$ cat src/rtl/station_scheduler_if.sv
// Bundle of decode, station-array and issue-port signals around the
// station scheduler. The scheduler side uses the master modport; the
// decode/station/execute environment uses the slave modport.
interface station_scheduler_if #(
    parameter int NS = 4
);
    localparam int SW = $clog2(NS);

    // decode side
    logic              id_valid;
    logic              id_stall;
    logic [NS-1:0]     st_feed;

    // station array status and pending-uOp fields
    logic [NS-1:0]     st_complete;
    logic [NS-1:0]     st_ready;
    logic [NS*3-1:0]   st_a_adr;
    logic [NS*3-1:0]   st_b_adr;
    logic [NS*4-1:0]   st_d_adr;
    logic [NS-1:0]     st_ld_mem;
    logic [NS-1:0]     st_st_mem;
    logic [NS-1:0]     st_lock_loads;
    logic [NS*4-1:0]   st_lock_reg_wr;
    logic [NS*3-1:0]   st_lock_reg_rd_0;
    logic [NS*3-1:0]   st_lock_reg_rd_1;
    logic [NS*3-1:0]   st_lock_reg_rd_2;
    logic [NS-1:0]     st_ack;

    // execute side
    logic              iss_ready;
    logic              iss_valid;
    logic [SW-1:0]     iss_sel;

    modport master (
        input  id_valid,
        output id_stall,
        output st_feed,
        input  st_complete,
        input  st_ready,
        input  st_a_adr,
        input  st_b_adr,
        input  st_d_adr,
        input  st_ld_mem,
        input  st_st_mem,
        input  st_lock_loads,
        input  st_lock_reg_wr,
        input  st_lock_reg_rd_0,
        input  st_lock_reg_rd_1,
        input  st_lock_reg_rd_2,
        output st_ack,
        input  iss_ready,
        output iss_valid,
        output iss_sel
    );

    modport slave (
        output id_valid,
        input  id_stall,
        input  st_feed,
        output st_complete,
        output st_ready,
        output st_a_adr,
        output st_b_adr,
        output st_d_adr,
        output st_ld_mem,
        output st_st_mem,
        output st_lock_loads,
        output st_lock_reg_wr,
        output st_lock_reg_rd_0,
        output st_lock_reg_rd_1,
        output st_lock_reg_rd_2,
        input  st_ack,
        output iss_ready,
        input  iss_valid,
        input  iss_sel
    );
endinterface

$ cat src/rtl/station_scheduler.sv
// In-order-allocate, out-of-order-issue scheduler for a ring of NS
// reservation stations. Owns head/tail/count of the ring, feeds decoded
// uOps into the tail station, retires from the head, and each cycle picks
// the oldest hazard-free ready station for the shared execute datapath.
// The issue path is combinational: execute registers the station fields
// through iss_sel on the same edge that the station consumes st_ack.
module station_scheduler #(
    parameter int NS = 4
) (
    input  logic               clk,
    input  logic               a_rst,
    station_scheduler_if.master bus
);
    localparam int SW = $clog2(NS);

    localparam logic [SW-1:0] PTR_ZERO  = {SW{1'b0}};
    localparam logic [SW-1:0] PTR_ONE   = SW'(1);
    localparam logic [SW:0]   CNT_ZERO  = {(SW+1){1'b0}};
    localparam logic [SW:0]   CNT_ONE   = (SW+1)'(1);
    localparam logic [SW:0]   CNT_FULL  = (SW+1)'(NS);
    localparam logic [NS-1:0] VEC_ZERO  = {NS{1'b0}};
    localparam logic [NS-1:0] ONE_HOT_0 = NS'(1);

    // True when an older active slot (j fields) must hold back candidate k.
    function automatic logic hazard(
        input logic [3:0] wr_lock_j,
        input logic [2:0] rd0_j,
        input logic [2:0] rd1_j,
        input logic [2:0] rd2_j,
        input logic       lock_loads_j,
        input logic [2:0] a_k,
        input logic [2:0] b_k,
        input logic [3:0] d_k,
        input logic       ld_k
    );
        logic raw;
        logic war;
        logic waw;
        logic mem;
        raw = wr_lock_j[3] & ((wr_lock_j[2:0] == a_k) | (wr_lock_j[2:0] == b_k));
        war = d_k[3] & ((d_k[2:0] == rd0_j) | (d_k[2:0] == rd1_j) | (d_k[2:0] == rd2_j));
        waw = d_k[3] & wr_lock_j[3] & (d_k[2:0] == wr_lock_j[2:0]);
        mem = ld_k & lock_loads_j;
        return raw | war | waw | mem;
    endfunction

    // ring registers
    logic [SW-1:0] head_r;
    logic [SW-1:0] tail_r;
    logic [SW:0]   count_r;

    // per-slot unpacked station fields
    logic [2:0] a_adr_s   [NS];
    logic [2:0] b_adr_s   [NS];
    logic [3:0] d_adr_s   [NS];
    logic [3:0] lock_wr_s [NS];
    logic [2:0] lock_rd0_s[NS];
    logic [2:0] lock_rd1_s[NS];
    logic [2:0] lock_rd2_s[NS];

    // per-slot status
    logic [SW-1:0] age_s[NS];
    logic [NS-1:0] occ_s;
    logic [NS-1:0] active_s;
    logic [NS-1:0] cand_s;
    logic [NS-1:0] blocked_s;
    logic [NS-1:0] eligible_s;

    // control
    logic          full_s;
    logic          feed_s;
    logic          retire_s;
    logic          found_s;
    logic [SW-1:0] pick_s;
    logic          issue_s;

    // Allocation and retire decisions; nothing is fed while reset is held.
    always_comb begin
        full_s   = (count_r == CNT_FULL);
        feed_s   = bus.id_valid & ~full_s & ~a_rst;
        retire_s = (count_r != CNT_ZERO) & bus.st_complete[head_r];
    end

    // Split the flat station buses into per-slot fields.
    always_comb begin
        for (int s = 0; s < NS; s++) begin
            a_adr_s[s]    = bus.st_a_adr[s*3 +: 3];
            b_adr_s[s]    = bus.st_b_adr[s*3 +: 3];
            d_adr_s[s]    = bus.st_d_adr[s*4 +: 4];
            lock_wr_s[s]  = bus.st_lock_reg_wr[s*4 +: 4];
            lock_rd0_s[s] = bus.st_lock_reg_rd_0[s*3 +: 3];
            lock_rd1_s[s] = bus.st_lock_reg_rd_1[s*3 +: 3];
            lock_rd2_s[s] = bus.st_lock_reg_rd_2[s*3 +: 3];
        end
    end

    // Age relative to head (modulo NS), occupancy, active and candidate flags.
    always_comb begin
        for (int s = 0; s < NS; s++) begin
            age_s[s]    = SW'(s) - head_r;
            occ_s[s]    = ({1'b0, age_s[s]} < count_r);
            active_s[s] = occ_s[s] & ~bus.st_complete[s];
            cand_s[s]   = occ_s[s] & bus.st_ready[s];
        end
    end

    // A candidate is blocked by any hazard against an older active slot.
    always_comb begin
        blocked_s = VEC_ZERO;
        for (int k = 0; k < NS; k++) begin
            for (int j = 0; j < NS; j++) begin
                blocked_s[k] = blocked_s[k]
                    | (active_s[j] & (age_s[j] < age_s[k])
                       & hazard(lock_wr_s[j], lock_rd0_s[j], lock_rd1_s[j],
                                lock_rd2_s[j], bus.st_lock_loads[j],
                                a_adr_s[k], b_adr_s[k], d_adr_s[k],
                                bus.st_ld_mem[k]));
            end
        end
    end

    // Stores may only leave from the head slot.
    always_comb begin
        for (int k = 0; k < NS; k++) begin
            eligible_s[k] = cand_s[k] & ~blocked_s[k]
                          & (~bus.st_st_mem[k] | (SW'(k) == head_r));
        end
    end

    // Walk slots from head in age order and keep the first eligible one.
    always_comb begin : select_oldest
        logic [SW-1:0] idx;
        idx     = PTR_ZERO;
        found_s = 1'b0;
        pick_s  = PTR_ZERO;
        for (int a = 0; a < NS; a++) begin
            idx = head_r + SW'(a);
            if (!found_s && eligible_s[idx]) begin
                found_s = 1'b1;
                pick_s  = idx;
            end else begin
                found_s = found_s;
            end
        end
    end

    // Drive feed, stall, ack and issue-port outputs.
    always_comb begin
        issue_s       = found_s & bus.iss_ready & ~a_rst;
        bus.id_stall  = full_s;
        bus.iss_valid = issue_s;
        if (feed_s) begin
            bus.st_feed = ONE_HOT_0 << tail_r;
        end else begin
            bus.st_feed = VEC_ZERO;
        end
        if (issue_s) begin
            bus.st_ack  = ONE_HOT_0 << pick_s;
            bus.iss_sel = pick_s;
        end else begin
            bus.st_ack  = VEC_ZERO;
            bus.iss_sel = PTR_ZERO;
        end
    end

    // Ring pointer and occupancy registers.
    always_ff @(posedge clk or posedge a_rst) begin
        if (a_rst) begin
            head_r  <= PTR_ZERO;
            tail_r  <= PTR_ZERO;
            count_r <= CNT_ZERO;
        end else begin
            if (feed_s) begin
                tail_r <= tail_r + PTR_ONE;
            end
            if (retire_s) begin
                head_r <= head_r + PTR_ONE;
            end
            case ({feed_s, retire_s})
                2'b10:   count_r <= count_r + CNT_ONE;
                2'b01:   count_r <= count_r - CNT_ONE;
                default: count_r <= count_r;
            endcase
        end
    end
endmodule

$ cat src/flat_wrapper.sv
// flat-port wrapper written by rule: the top's interface ports become plain ports
module station_scheduler_flat 
#(
    parameter int NS = 4
)
  (clk, a_rst, bus_id_valid, bus_id_stall, bus_st_feed, bus_st_complete, bus_st_ready, bus_st_a_adr, bus_st_b_adr, bus_st_d_adr, bus_st_ld_mem, bus_st_st_mem, bus_st_lock_loads, bus_st_lock_reg_wr, bus_st_lock_reg_rd_0, bus_st_lock_reg_rd_1, bus_st_lock_reg_rd_2, bus_st_ack, bus_iss_ready, bus_iss_valid, bus_iss_sel);
  station_scheduler_if #(.NS(NS)) bus_i ();
  input  logic clk;
  input  logic a_rst;
  input wire logic [$bits(bus_i.id_valid)-1:0] bus_id_valid;
  output wire logic [$bits(bus_i.id_stall)-1:0] bus_id_stall;
  output wire logic [$bits(bus_i.st_feed)-1:0] bus_st_feed;
  input wire logic [$bits(bus_i.st_complete)-1:0] bus_st_complete;
  input wire logic [$bits(bus_i.st_ready)-1:0] bus_st_ready;
  input wire logic [$bits(bus_i.st_a_adr)-1:0] bus_st_a_adr;
  input wire logic [$bits(bus_i.st_b_adr)-1:0] bus_st_b_adr;
  input wire logic [$bits(bus_i.st_d_adr)-1:0] bus_st_d_adr;
  input wire logic [$bits(bus_i.st_ld_mem)-1:0] bus_st_ld_mem;
  input wire logic [$bits(bus_i.st_st_mem)-1:0] bus_st_st_mem;
  input wire logic [$bits(bus_i.st_lock_loads)-1:0] bus_st_lock_loads;
  input wire logic [$bits(bus_i.st_lock_reg_wr)-1:0] bus_st_lock_reg_wr;
  input wire logic [$bits(bus_i.st_lock_reg_rd_0)-1:0] bus_st_lock_reg_rd_0;
  input wire logic [$bits(bus_i.st_lock_reg_rd_1)-1:0] bus_st_lock_reg_rd_1;
  input wire logic [$bits(bus_i.st_lock_reg_rd_2)-1:0] bus_st_lock_reg_rd_2;
  output wire logic [$bits(bus_i.st_ack)-1:0] bus_st_ack;
  input wire logic [$bits(bus_i.iss_ready)-1:0] bus_iss_ready;
  output wire logic [$bits(bus_i.iss_valid)-1:0] bus_iss_valid;
  output wire logic [$bits(bus_i.iss_sel)-1:0] bus_iss_sel;
  assign bus_i.id_valid = bus_id_valid;
  assign bus_id_stall = bus_i.id_stall;
  assign bus_st_feed = bus_i.st_feed;
  assign bus_i.st_complete = bus_st_complete;
  assign bus_i.st_ready = bus_st_ready;
  assign bus_i.st_a_adr = bus_st_a_adr;
  assign bus_i.st_b_adr = bus_st_b_adr;
  assign bus_i.st_d_adr = bus_st_d_adr;
  assign bus_i.st_ld_mem = bus_st_ld_mem;
  assign bus_i.st_st_mem = bus_st_st_mem;
  assign bus_i.st_lock_loads = bus_st_lock_loads;
  assign bus_i.st_lock_reg_wr = bus_st_lock_reg_wr;
  assign bus_i.st_lock_reg_rd_0 = bus_st_lock_reg_rd_0;
  assign bus_i.st_lock_reg_rd_1 = bus_st_lock_reg_rd_1;
  assign bus_i.st_lock_reg_rd_2 = bus_st_lock_reg_rd_2;
  assign bus_st_ack = bus_i.st_ack;
  assign bus_i.iss_ready = bus_iss_ready;
  assign bus_iss_valid = bus_i.iss_valid;
  assign bus_iss_sel = bus_i.iss_sel;
  station_scheduler #(.NS(NS)) u_core (.clk(clk), .a_rst(a_rst), .bus(bus_i));
endmodule
$ cat config.mk
export PLATFORM = sky130hd
export DESIGN_NAME = station_scheduler_flat
export DESIGN_NICKNAME = d
export VERILOG_FILES = /design/src/rtl/station_scheduler_if.sv /design/src/rtl/station_scheduler.sv /design/src/flat_wrapper.sv
export SDC_FILE = /design/constraint.sdc
export NUM_CORES = 1
export LEC_CHECK = 0
export CAP_MARGIN = 20
export CORE_UTILIZATION = 52
export DETAILED_ROUTE_END_ITERATION = 12
export HOLD_SLACK_MARGIN = 0.1
export PLACE_DENSITY = 0.89
export SLEW_MARGIN = 15
export SYNTH_ARGS = -nofsm -noshare
export SYNTH_HDL_FRONTEND = slang
export SYNTH_SLANG_ARGS = --single-unit
$ cat constraint.sdc
create_clock -name clk -period 7 [get_ports clk]
set_input_delay 1.4 -clock clk [delete_from_list [all_inputs] [get_ports clk]]
set_output_delay 1.4 -clock clk [all_outputs]
set_load 0.01 [all_outputs]
==> impl_metrics.env, run 1 <==
export IMPL_status="finished, final reports clean"
export IMPL_max_clock_path_buffers=2
export IMPL_worst_slack_ns=0.250
export IMPL_grt_total_usage=0.338
export IMPL_vias=4326
export IMPL_tns_ns=0
export IMPL_yosys_warnings=0
export IMPL_wirelength_um=13100
export IMPL_cts_tree="yes"
export IMPL_post_drt_wl_per_cell_um=18.4
export IMPL_cts_max_level=1
export IMPL_r2r_cells=10
export IMPL_cts_hold_buf=0
export IMPL_core_um2=7210
export IMPL_drc=0
export IMPL_cts_sinks=7
export IMPL_seq_area_um2=175
export IMPL_die_area_um2=7780
export IMPL_synth_nets=636
export IMPL_grt_max_degree=17
export IMPL_rsz0062_at_grt="false"
export IMPL_fp_dieW_um=88.2
export IMPL_fp_dieH_um=88.2
export IMPL_clk_pin_slew_worst_paths_ns=0.04
export IMPL_min_path_cells=2
export IMPL_diodes=0
export IMPL_post_route_period_util=0.964
export IMPL_ys_flop_type="dfrtp_1"
export IMPL_yosys_top_cells_area="xor2_1, xnor2_1, dfrtp_1, ha_1, nand3_1"
export IMPL_dp_slack_ns=0.370
export IMPL_synth_top_area_cell="xor2_1"
export IMPL_cts_resized=0
export IMPL_p_int_uw=454
export IMPL_switching_share=0.515
export IMPL_synth_edff_count=0
export IMPL_grt_pass1_vias=4313
export IMPL_final_common_cell="clkdlybuf4s50_1"
export IMPL_hp_class="register to register"
export IMPL_syn_mean_instance_area_um2=7.65
export IMPL_hold_violations=0
export IMPL_cp_end_kind="primary output"
export IMPL_layout_nets=748
export IMPL_fmax_mhz=148
export IMPL_viasPerCell=6.05
export IMPL_async_flop_share=1.00
export IMPL_relSlewSlack=0.349
export IMPL_grt_overflow=0
export IMPL_ant_nets=0
export IMPL_clkPwrFrac=0.059
export IMPL_final_cell_mix="clkdlybuf4s50_1, xor2_1, xnor2_1, nand3_1, nor3_1"
export IMPL_num_rows=31
export IMPL_synth_top_area_share=0.263
export IMPL_finalSetupViolations=0
export IMPL_root_buffer="clkbuf_8"
export IMPL_n_fill_cell=581
export IMPL_synthCells=505
export IMPL_maxCapViolations=0
export IMPL_dp_hpwl_um=10700
export IMPL_ys_seq_area_frac=0.0453
export IMPL_seqPwrFrac=0.118
export IMPL_antenna_found_initial=0
export IMPL_tightest_slew_ns=0.952
export IMPL_comb_power_share=0.823
export IMPL_drv_slew=0
export IMPL_ioPinCount=128
export IMPL_first_pass_iters=5
export IMPL_power_switching_uw=482
export IMPL_fin_skew_ns=0.000728
export IMPL_required_ns=5.60
export IMPL_worstSetupStartpointType="input port"
export IMPL_cts_setup_buffers=0
export IMPL_crit_fanout=12
export IMPL_arrival_ns=5.35
export IMPL_drt_iter0_drc=307
export IMPL_grt_pass1_wl_um=20600
export IMPL_start_util=0.536
export IMPL_gp_congestion=1.01
export IMPL_power_leakage_uw=0.00195
export IMPL_p_per_area_nw_per_um2=180
export IMPL_synth_seq_cells=7
export IMPL_ys_types=61
export IMPL_clock_latency_ns=0.22
export IMPL_critical_path_class="input port to primary output"
export IMPL_syn_area_um2=3860
export IMPL_min_period_ns=6.75
export IMPL_ir_drop_mv=0.103
export IMPL_multi_input_comb_area_um2=3420
export IMPL_area_delta_synth_final_pct=34.4
export IMPL_portBuffers=127
export IMPL_cts_made_buffers=3
export IMPL_layout_drive_gt1_share=0.0308
routing by layer:
layer	share of wire	routed length, um	global-route usage
met5	0	0	0
met4	0.042	558	0.160
met3	0.092	1210	0.0532
met2	0.48	6280	0.597
met1	0.39	5080	0.401
area by class of cell:
cell class | count | share of cell area
Multi-Input combinational cell | 443 | 0.658
Timing Repair Buffer | 135 | 0.256
Sequential cell | 7 | 0.0337
Tap cell | 99 | 0.0238
Inverter | 27 | 0.0195
Clock buffer | 4 | 0.00867
synth_stat cells (all sizes together), types with 4 or more instances:
library cell  count
inv              26
o21ai             9
buf              28
a211oi            4
xnor2            95
nor4              9
and2              4
o311ai            6
o31ai             9
nor3             29
nand2            22
dfrtp             7
nor2              9
o211ai            7
a31oi             6
xor2            116
nand4            11
nor2b             4
a21oi             7
nand3            33
ha               14
kinds of logic after synthesis:
logic type / synth area share
AOI/OAI and AO/OA: 0.159
muxes: 0.0117
buffers and inverters: 0.0699
adders and majority gates: 0.0505
xor gates and xnor gates: 0.478
and+or+nand+nor: 0.185
DFF: 0.0453
sequential cells by signal (all words and copies together), names as in the netlist:
register        flops
u_core.tail_r       2
u_core.head_r       2
u_core.count_r      3
stage by stage:
step	total power, uW	instance area [um2]	utilization	hold WS [ns]	std cells
after global placement	839	5150	0.714	0.526	711
after detailed placement	863	5150	0.714	0.534	711
after floorplan	623	3860	-	0.499	505
after global routing	1020	5200	0.720	0.586	715
after CTS	922	5200	0.720	0.544	715
final	936	5200	0.720	0.540	715
power by group through the flow:
stage / Sequential (uW) / Clock (uW) / Combinational [uW]
floorplan: 80.7 / 0 / 543
global placement: 109 / 0 / 730
detailed placement: 110 / 0 / 753
CTS: 109 / 56.2 / 757
global route: 115 / 61.3 / 843
finish: 111 / 55.2 / 770
worst paths after layout:
check	startpoint	to	slack (ns)
setup reg to reg	u_core.count_r[2]	u_core.count_r[2]	4.54
min in group asynchronous	a_rst	u_core.head_r[1]	1.50
hold reg to reg	u_core.count_r[1]	u_core.count_r[1]	0.54
max in group asynchronous	a_rst	u_core.tail_r[1]	5.30
hold / removal	u_core.count_r[1]	u_core.count_r[1]	0.54
setup / recovery	bus_st_d_adr[4]	bus_st_ack[3]	0.25
critical path: stages:
cell             delay, ns
clkdlybuf4s50_1       1.00
xor2_1                0.22
nor3_1                0.09
o31ai_1               0.42
nand3_1               0.13
a2111o_1              0.52
a21boi_0              0.20
a311oi_2              0.41
o211ai_1              0.20
nor3_1                0.18
clkdlybuf4s50_1       0.56
Power figures use the tool's default switching activity.
==> inputs of run 2 (changes only) <==
CORE_ASPECT_RATIO = 1.25   (was not set)
==> run 2 against run 1 <==
Compared with the run above: worst hold slack gained 0.050 ns; die area is essentially flat; highest routed layer unchanged; combinational power grew 2.9%.
==> impl_metrics.env, run 2 (synthesis gave the netlist of run 1 again) <==
export IMPL_status="finished, final reports clean"
export IMPL_tightest_slew_ns=0.857
export IMPL_num_rows=34
export IMPL_first_pass_iters=5
export IMPL_seq_area_um2=175
export IMPL_p_int_uw=462
export IMPL_n_fill_cell=568
export IMPL_power_switching_uw=503
export IMPL_rsz0062_at_grt="false"
export IMPL_drt_iter0_drc=216
export IMPL_drc=0
export IMPL_ir_drop_mv=0.183
export IMPL_fmax_mhz=152
export IMPL_critical_path_class="input port to primary output"
export IMPL_layout_drive_gt1_share=0.0433
export IMPL_core_um2=7060
export IMPL_cts_resized=0
export IMPL_grt_max_degree=17
export IMPL_clock_latency_ns=0.23
export IMPL_stdcell_area_um2=5250
export IMPL_diodes=0
export IMPL_cts_hold_buf=0
export IMPL_largest_register_ffs=3
export IMPL_area_delta_synth_final_pct=35.7
export IMPL_post_drt_wl_per_cell_um=18.6
export IMPL_cts_made_buffers=3
export IMPL_relSlewSlack=0.428
export IMPL_cts_tree="yes"
export IMPL_top_register="u_core.count_r"
export IMPL_die_area_um2=7780
export IMPL_crit_fanout=10
export IMPL_finalSetupViolations=0
export IMPL_start_util=0.547
export IMPL_final_common_cell="clkdlybuf4s50_1"
export IMPL_gp_congestion=0.977
export IMPL_grt_pass1_wl_um=20800
export IMPL_ant_nets=0
export IMPL_switching_share=0.521
export IMPL_clk_pin_slew_worst_paths_ns=0.04
export IMPL_max_clock_path_buffers=2
export IMPL_top_regs="u_core.count_r: 3 flops, u_core.head_r: 2 flops, u_core.tail_r: 2 flops"
export IMPL_p_per_area_nw_per_um2=184
export IMPL_post_route_util=0.743
export IMPL_root_buffer="clkbuf_8"
export IMPL_multi_input_comb_area_um2=3420
export IMPL_power_leakage_uw=0.00199
export IMPL_hold_violations=0
export IMPL_portBuffers=127
export IMPL_cts_sinks=7
export IMPL_post_dp_cell_area_um2=5200
export IMPL_fp_dieW_um=79.1
export IMPL_hp_class="register to register"
export IMPL_ioPinCount=128
export IMPL_dp_cells=710
export IMPL_arrival_ns=5.18
export IMPL_worstSetupStartpointType="input port"
export IMPL_fp_dieH_um=98.4
export IMPL_layout_nets=756
export IMPL_required_ns=5.60
export IMPL_fin_skew_ns=0.00410
export IMPL_maxCapViolations=0
export IMPL_min_period_ns=6.58
export IMPL_comb_power_share=0.822
export IMPL_stdcell_count=714
export IMPL_drv_slew=0
export IMPL_seqPwrFrac=0.118
export IMPL_antenna_found_initial=0
export IMPL_viasPerCell=5.96
export IMPL_grt_pass1_vias=4242
export IMPL_grt_overflow=0
export IMPL_grt_total_usage=0.338
export IMPL_cts_setup_buffers=0
export IMPL_post_route_period_util=0.941
export IMPL_dp_hpwl_um=11000
export IMPL_cts_max_level=1
export IMPL_final_cell_mix="clkdlybuf4s50_1, xor2_1, xnor2_1, nand3_1, nor3_1"
export IMPL_tns_ns=0
export IMPL_cp_end_kind="primary output"
export IMPL_clkPwrFrac=0.060
export IMPL_wirelength_um=13300
export IMPL_vias=4258
[run 2: cell count changes in the layout (fill, tap and decap cells not counted)]
| cell | delta |
|---|---|
| buf_4 | +8 |
[run 2: cell type report]
| cell class | count | area share |
|---|---|---|
| Clock buffer | 4 | 0.00859 |
| Inverter | 27 | 0.0193 |
| Multi-Input combinational cell | 443 | 0.652 |
| Sequential cell | 7 | 0.0334 |
| Tap cell | 90 | 0.0215 |
| Timing Repair Buffer | 143 | 0.265 |
[run 2: power by group through the flow]
stage | Sequential (uW) | Combinational (uW) | Clock (uW)
finish | 114 | 792 | 57.8
global route | 116 | 857 | 61.9
CTS | 112 | 780 | 58.4
detailed placement | 112 | 772 | 0
global placement | 111 | 745 | 0
floorplan | 80.7 | 543 | 0
[run 2: per-layer routing]
layer / GRT usage / vias up / wire length (um)
met5: 0 / - / 0
met4: 0.123 / 0 / 486
met3: 0.0421 / 46 / 877
met2: 0.616 / 203 / 6790
met1: 0.395 / 1993 / 5100
li1: - / 2016 / -
[run 2: through the flow]
step	hold slack [ns]	total power, uW	worst slack [ns]
after floorplan	0.499	623	1.75
after global placement	0.535	856	0.548
after detailed placement	0.568	885	0.468
after CTS	0.587	950	0.457
after global routing	0.603	1040	0.177
final	0.590	964	0.416
[run 2: final timing paths]
kind	start	to	slack (ns)	cells past startpoint
worst max register to register	u_core.count_r[2]	u_core.count_r[2]	4.40	10
max in group asynchronous	a_rst	u_core.count_r[1]	5.29	2
worst min register to register	u_core.count_r[1]	u_core.count_r[1]	0.59	2
worst min-delay path	u_core.count_r[1]	u_core.count_r[1]	0.59	2
min in group asynchronous	a_rst	u_core.count_r[0]	1.51	2
worst max-delay path	bus_st_d_adr[0]	bus_st_ack[2]	0.42	13
[run 2: critical path, cell delays in order]
cell and delay [ns]:
clkdlybuf4s50_1 0.54, buf_4 0.26, xor2_1 0.17, nor3_1 0.07
o311ai_0 0.52, buf_4 0.22, o21ai_0 0.06, and4bb_2 0.35
a21boi_0 0.16, a311oi_2 0.47, o211ai_1 0.22, a21oi_1 0.17
clkdlybuf4s50_1 0.55
==> inputs of run 3 (changes only) <==
GPL_TIMING_DRIVEN = 0   (was not set)
HOLD_SLACK_MARGIN = not set   (was 0.1)
==> run 3 against run 2 <==
Compared with the run above: clock skew fell by 0.0036 ns; final cell count did not move; maximum frequency fell by 3.0%; largest power group unchanged; die area did not move; setup slack got worse by 0.20 ns; first-iteration DRC count rose by 23%; core utilization fell by 0.99 points.
==> impl_metrics.env, run 3 (synthesis gave the netlist of run 1 again) <==
export IMPL_status="finished, final reports clean"
export IMPL_drt_iter0_drc=266
export IMPL_tightest_slew_ns=0.962
export IMPL_met3RoutedLength_um=913
export IMPL_maxCapViolations=0
export IMPL_core_um2=7060
export IMPL_arrival_ns=5.39
export IMPL_final_cell_mix="xor2_1, clkdlybuf4s50_1, xnor2_1, nand3_1, nor3_1"
export IMPL_cts_resized=0
export IMPL_clkPwrFrac=0.061
export IMPL_wirelength_um=13100
export IMPL_largest_register_ffs=3
export IMPL_viasPerCell=6.09
export IMPL_worstSetupStartpointType="input port"
export IMPL_ir_drop_mv=0.166
export IMPL_post_drt_wl_per_cell_um=18.4
export IMPL_gp_congestion=0.949
export IMPL_final_common_cell="xor2_1"
export IMPL_layout_nets=756
export IMPL_crit_fanout=10
export IMPL_crit_end="bus_st_ack[3]"
export IMPL_hp_class="register to register"
export IMPL_p_total_uw=966
export IMPL_fin_skew_ns=0.000499
export IMPL_p_per_area_nw_per_um2=187
export IMPL_cts_max_level=1
export IMPL_ant_nets=0
export IMPL_comb_power_share=0.845
export IMPL_root_buffer="clkbuf_8"
export IMPL_critical_path_class="input port to primary output"
export IMPL_first_pass_iters=5
export IMPL_stdcell_count=714
export IMPL_min_period_ns=6.79
export IMPL_drv_slew=0
export IMPL_required_ns=5.60
export IMPL_cts_tree="yes"
export IMPL_ioPinCount=128
export IMPL_area_delta_synth_final_pct=33.9
export IMPL_fp_dieH_um=98.4
export IMPL_dp_cells=710
export IMPL_portBuffers=115
export IMPL_highest_layer="met4"
export IMPL_num_rows=34
export IMPL_finalSetupViolations=0
export IMPL_met1_length_um=5100
export IMPL_crit_start="bus_st_d_adr[1]"
export IMPL_fmax_mhz=147
export IMPL_p_int_uw=461
export IMPL_clk_pin_slew_worst_paths_ns=0.04
export IMPL_min_path_cells=2
export IMPL_hold_violations=0
export IMPL_post_route_period_util=0.969
export IMPL_rrSetupSlack_ns=4.48
export IMPL_r2r_end="u_core.count_r[2]"
export IMPL_grt_overflow=0
export IMPL_start_util=0.547
export IMPL_diodes=0
export IMPL_cts_made_buffers=3
export IMPL_top_regs="u_core.count_r: 3 flops, u_core.head_r: 2 flops, u_core.tail_r: 2 flops"
export IMPL_drc=0
export IMPL_rsz0062_at_grt="false"
export IMPL_clock_latency_ns=0.23
export IMPL_relSlewSlack=0.342
export IMPL_layout_drive_gt1_share=0.0625
export IMPL_power_switching_uw=504
export IMPL_routed_wl_met2_um=6750
export IMPL_vias=4347
export IMPL_seqPwrFrac=0.094
export IMPL_max_clock_path_buffers=2
export IMPL_switching_share=0.522
export IMPL_top_register="u_core.count_r"
export IMPL_rr_startpoint="u_core.head_r[0]"
export IMPL_power_leakage_uw=0.00199
export IMPL_grt_pass1_vias=4363
export IMPL_fp_dieW_um=79.1
export IMPL_cts_sinks=7
export IMPL_cts_setup_buffers=0
export IMPL_grt_max_degree=11
export IMPL_die_area_um2=7780
export IMPL_grt_total_usage=0.338
export IMPL_cp_end_kind="primary output"
export IMPL_r2r_cells=10
export IMPL_dp_hpwl_um=10800
export IMPL_antenna_found_initial=0
export IMPL_tns_ns=0
export IMPL_grt_pass1_wl_um=20900
export IMPL_cts_hold_buf=0
run 3: cell types whose count changed in the layout (fill, tap and decap cells not counted):
cell             change
clkinv_2             +1
buf_1                +1
buf_4               -14
buf_6                +4
clkbuf_1             -1
clkdlybuf4s50_1     -12
buf_2               +21
run 3: layout make-up:
cell class	count	area, um2
sequential	7	175
clock buffer	3	41.3
inverter	27	101
fill	582	1890
timing repair buffer	115	1150
tap	90	113
clock inverter	1	5.00
multi-input combinational	443	3420
buffer	28	169
run 3: worst max-delay path, cell delays in order:
cell and delay (ns):
clkdlybuf4s50_1 0.53, buf_2 0.34, xor2_1 0.19, nor3_1 0.07
o311ai_0 0.68, o21ai_0 0.17, and4bb_2 0.42, a21boi_0 0.19
a311oi_2 0.46, o211ai_1 0.20, nor3_1 0.16, clkdlybuf4s50_1 0.57
run 3: worst min-delay path by stage:
stage / start / endpoint
5_1_grt: u_core.count_r[1] / u_core.count_r[1]
3_5_place_dp: u_core.count_r[1] / u_core.count_r[1]
3_3_place_gp: u_core.count_r[1] / u_core.count_r[1]
4_1_cts: u_core.count_r[1] / u_core.count_r[1]
6_report: u_core.count_r[1] / u_core.count_r[1]
2_1_floorplan: u_core.count_r[1] / u_core.count_r[1]
run 3: per-stage QoR:
stage / hold WS (ns) / setup slack (ns) / utilization / instance area (um2)
after detailed placement: 0.576 / 0.317 / 0.726 / 5130
after global routing: 0.612 / 0.00775 / 0.733 / 5170
after global placement: 0.528 / 0.378 / 0.726 / 5130
after CTS: 0.587 / 0.318 / 0.733 / 5170
after floorplan: 0.499 / 1.75 / - / 3860
final: 0.575 / 0.215 / 0.733 / 5170
run 3: power groups by stage:
stage / Clock, uW / Combinational (uW) / Sequential (uW)
floorplan: 0 / 543 / 80.7
global placement: 0 / 769 / 89.1
detailed placement: 0 / 798 / 89.7
CTS: 59.0 / 803 / 89.5
global route: 62.2 / 888 / 93.3
finish: 58.8 / 816 / 90.5
run 3: metal layers:
layer	global-route usage	vias to the layer above
met1	0.399	2052
met5	0	-
met2	0.627	239
met4	0.109	0
li1	-	2018
met3	0.0299	38
==> variant, RTL diff (flow settings as in run 2) <==
`NS` is set to 4 in 3 places; all go to 8.
--- a/src/rtl/station_scheduler_if.sv
+++ b/src/rtl/station_scheduler_if.sv
@@ -2,7 +2,7 @@
 // station scheduler. The scheduler side uses the master modport; the
 // decode/station/execute environment uses the slave modport.
 interface station_scheduler_if #(
-    parameter int NS = 4
+    parameter int NS = 8
 );
     localparam int SW = $clog2(NS);
 
--- a/src/rtl/station_scheduler.sv
+++ b/src/rtl/station_scheduler.sv
@@ -5,7 +5,7 @@
 // The issue path is combinational: execute registers the station fields
 // through iss_sel on the same edge that the station consumes st_ack.
 module station_scheduler #(
-    parameter int NS = 4
+    parameter int NS = 8
 ) (
     input  logic               clk,
     input  logic               a_rst,
--- a/src/flat_wrapper.sv
+++ b/src/flat_wrapper.sv
@@ -1,7 +1,7 @@
 // flat-port wrapper written by rule: the top's interface ports become plain ports
 module station_scheduler_flat 
 #(
-    parameter int NS = 4
+    parameter int NS = 8
 )
   (clk, a_rst, bus_id_valid, bus_id_stall, bus_st_feed, bus_st_complete, bus_st_ready, bus_st_a_adr, bus_st_b_adr, bus_st_d_adr, bus_st_ld_mem, bus_st_st_mem, bus_st_lock_loads, bus_st_lock_reg_wr, bus_st_lock_reg_rd_0, bus_st_lock_reg_rd_1, bus_st_lock_reg_rd_2, bus_st_ack, bus_iss_ready, bus_iss_valid, bus_iss_sel);
   station_scheduler_if #(.NS(NS)) bus_i ();
Interface: changed (15 resized); port bits go from 128 to 249. The function was not compared with the original's and may differ.
==> variant against run 2 <==
  * Area after synthesis increased to 4.6 times the old value
  * The flow now stops in global routing (5_1_grt)
==> variant: results (changes against run 2) <==
metric;value;unit;change
run status;aborted with a tool error;;
step where the flow halted;global routing (5_1_grt);;
first reported error;[ERROR GRT-0116] Global routing finished with congestion. Check the congestion regions in the DRC Viewer.;;
largest net degree at the start of global routing;30;;
ys async rst share;100;%;unchanged
CTS H-tree depth;1;;unchanged
number of distinct library cell variants in the gate-level netlist after synthesis;95;;+56%
number of cells after detailed placement;3262;;+360%
most area-consuming cells after synthesis;sky130_fd_sc_hd__xor2_1 (28%), sky130_fd_sc_hd__xnor2_1 (22%), sky130_fd_sc_hd__nor3_1 (5.2%);;
via count of the first global-routing pass;28900;;
flip-flop cell with the highest count after synthesis;sky130_fd_sc_hd__dfrtp_1;;
final estimated routing congestion in global placement;1.26;;+29%
total half-perimeter wirelength after legalization and detailed placement;69800;um;+530%
maximum buffer depth of the clock tree;2;;unchanged
total routing resource utilization after global routing;78.9;%;
GR Overflow Total;376;;
total of flip-flops plus latches after synthesis;10;;+3
sequential area share after synthesis;1.42;%;-3.1 points
commonest cells in the synthesized netlist;sky130_fd_sc_hd__xor2_1 (564), sky130_fd_sc_hd__xnor2_1 (445), sky130_fd_sc_hd__nor3_1 (182);;
synthesized area divided by synthesized cell count;7.65;um^2;-0.11%
global-route wire length before repair;206000;um;
net count of the mapped netlist;2586;;+310%
I/O Buffers;248;;+95%
clock buffer count from CTS;3;;unchanged
Clock Root Buffer;sky130_fd_sc_hd__clkbuf_16;;
number of warning messages in the yosys log;0;;unchanged
count of flip-flops with a built-in enable after synthesis;0;;unchanged
[variant: cell count changes after synthesis, sizes merged, moves of 40 or more]
cell | run 2 | this run
nand4 | 11 | 51
nor3 | 29 | 183
nand3 | 33 | 117
xor2 | 116 | 565
xnor2 | 95 | 445
o31ai | 9 | 55
buf | 28 | 245
nand2 | 22 | 81
[variant: kinds of logic after synthesis]
| family | count (synthesis) | synth area share [%] |
|---|---|---|
| AO/OA/AOI/OAI | 324 | 14.5 |
| XOR/XNOR | 1010 | 50.3 |
| adder cells (fa/ha/maj) | 54 | 3.88 |
| buffers and inverters | 325 | 11.5 |
| flip-flops | 10 | 1.42 |
| multiplexers | 12 | 1.25 |
| AND/OR/NAND/NOR | 569 | 17.2 |
[variant: layer usage]
metal / GRT overflow / global-route usage (%)
met1: 18 / 77.8
met2: 226 / 91.5
met3: 18 / 70.5
met4: 111 / 77.4
met5: 3 / 39.8
[variant: through the flow]
step,instance area [um^2],setup slack [ns]
2_1_floorplan,17600,0.342
3_3_place_gp,24000,-0.451
3_5_place_dp,24000,-0.705
4_1_cts,25100,0.00412
[variant: what timing repair did]
| item | 4_1_cts |
|---|---|
| pin swaps | 40 |
| setup endpoints to repair | 12 |
| gates cloned | 5 |
| resized for setup | 167 |
| buffers inserted | 32 |
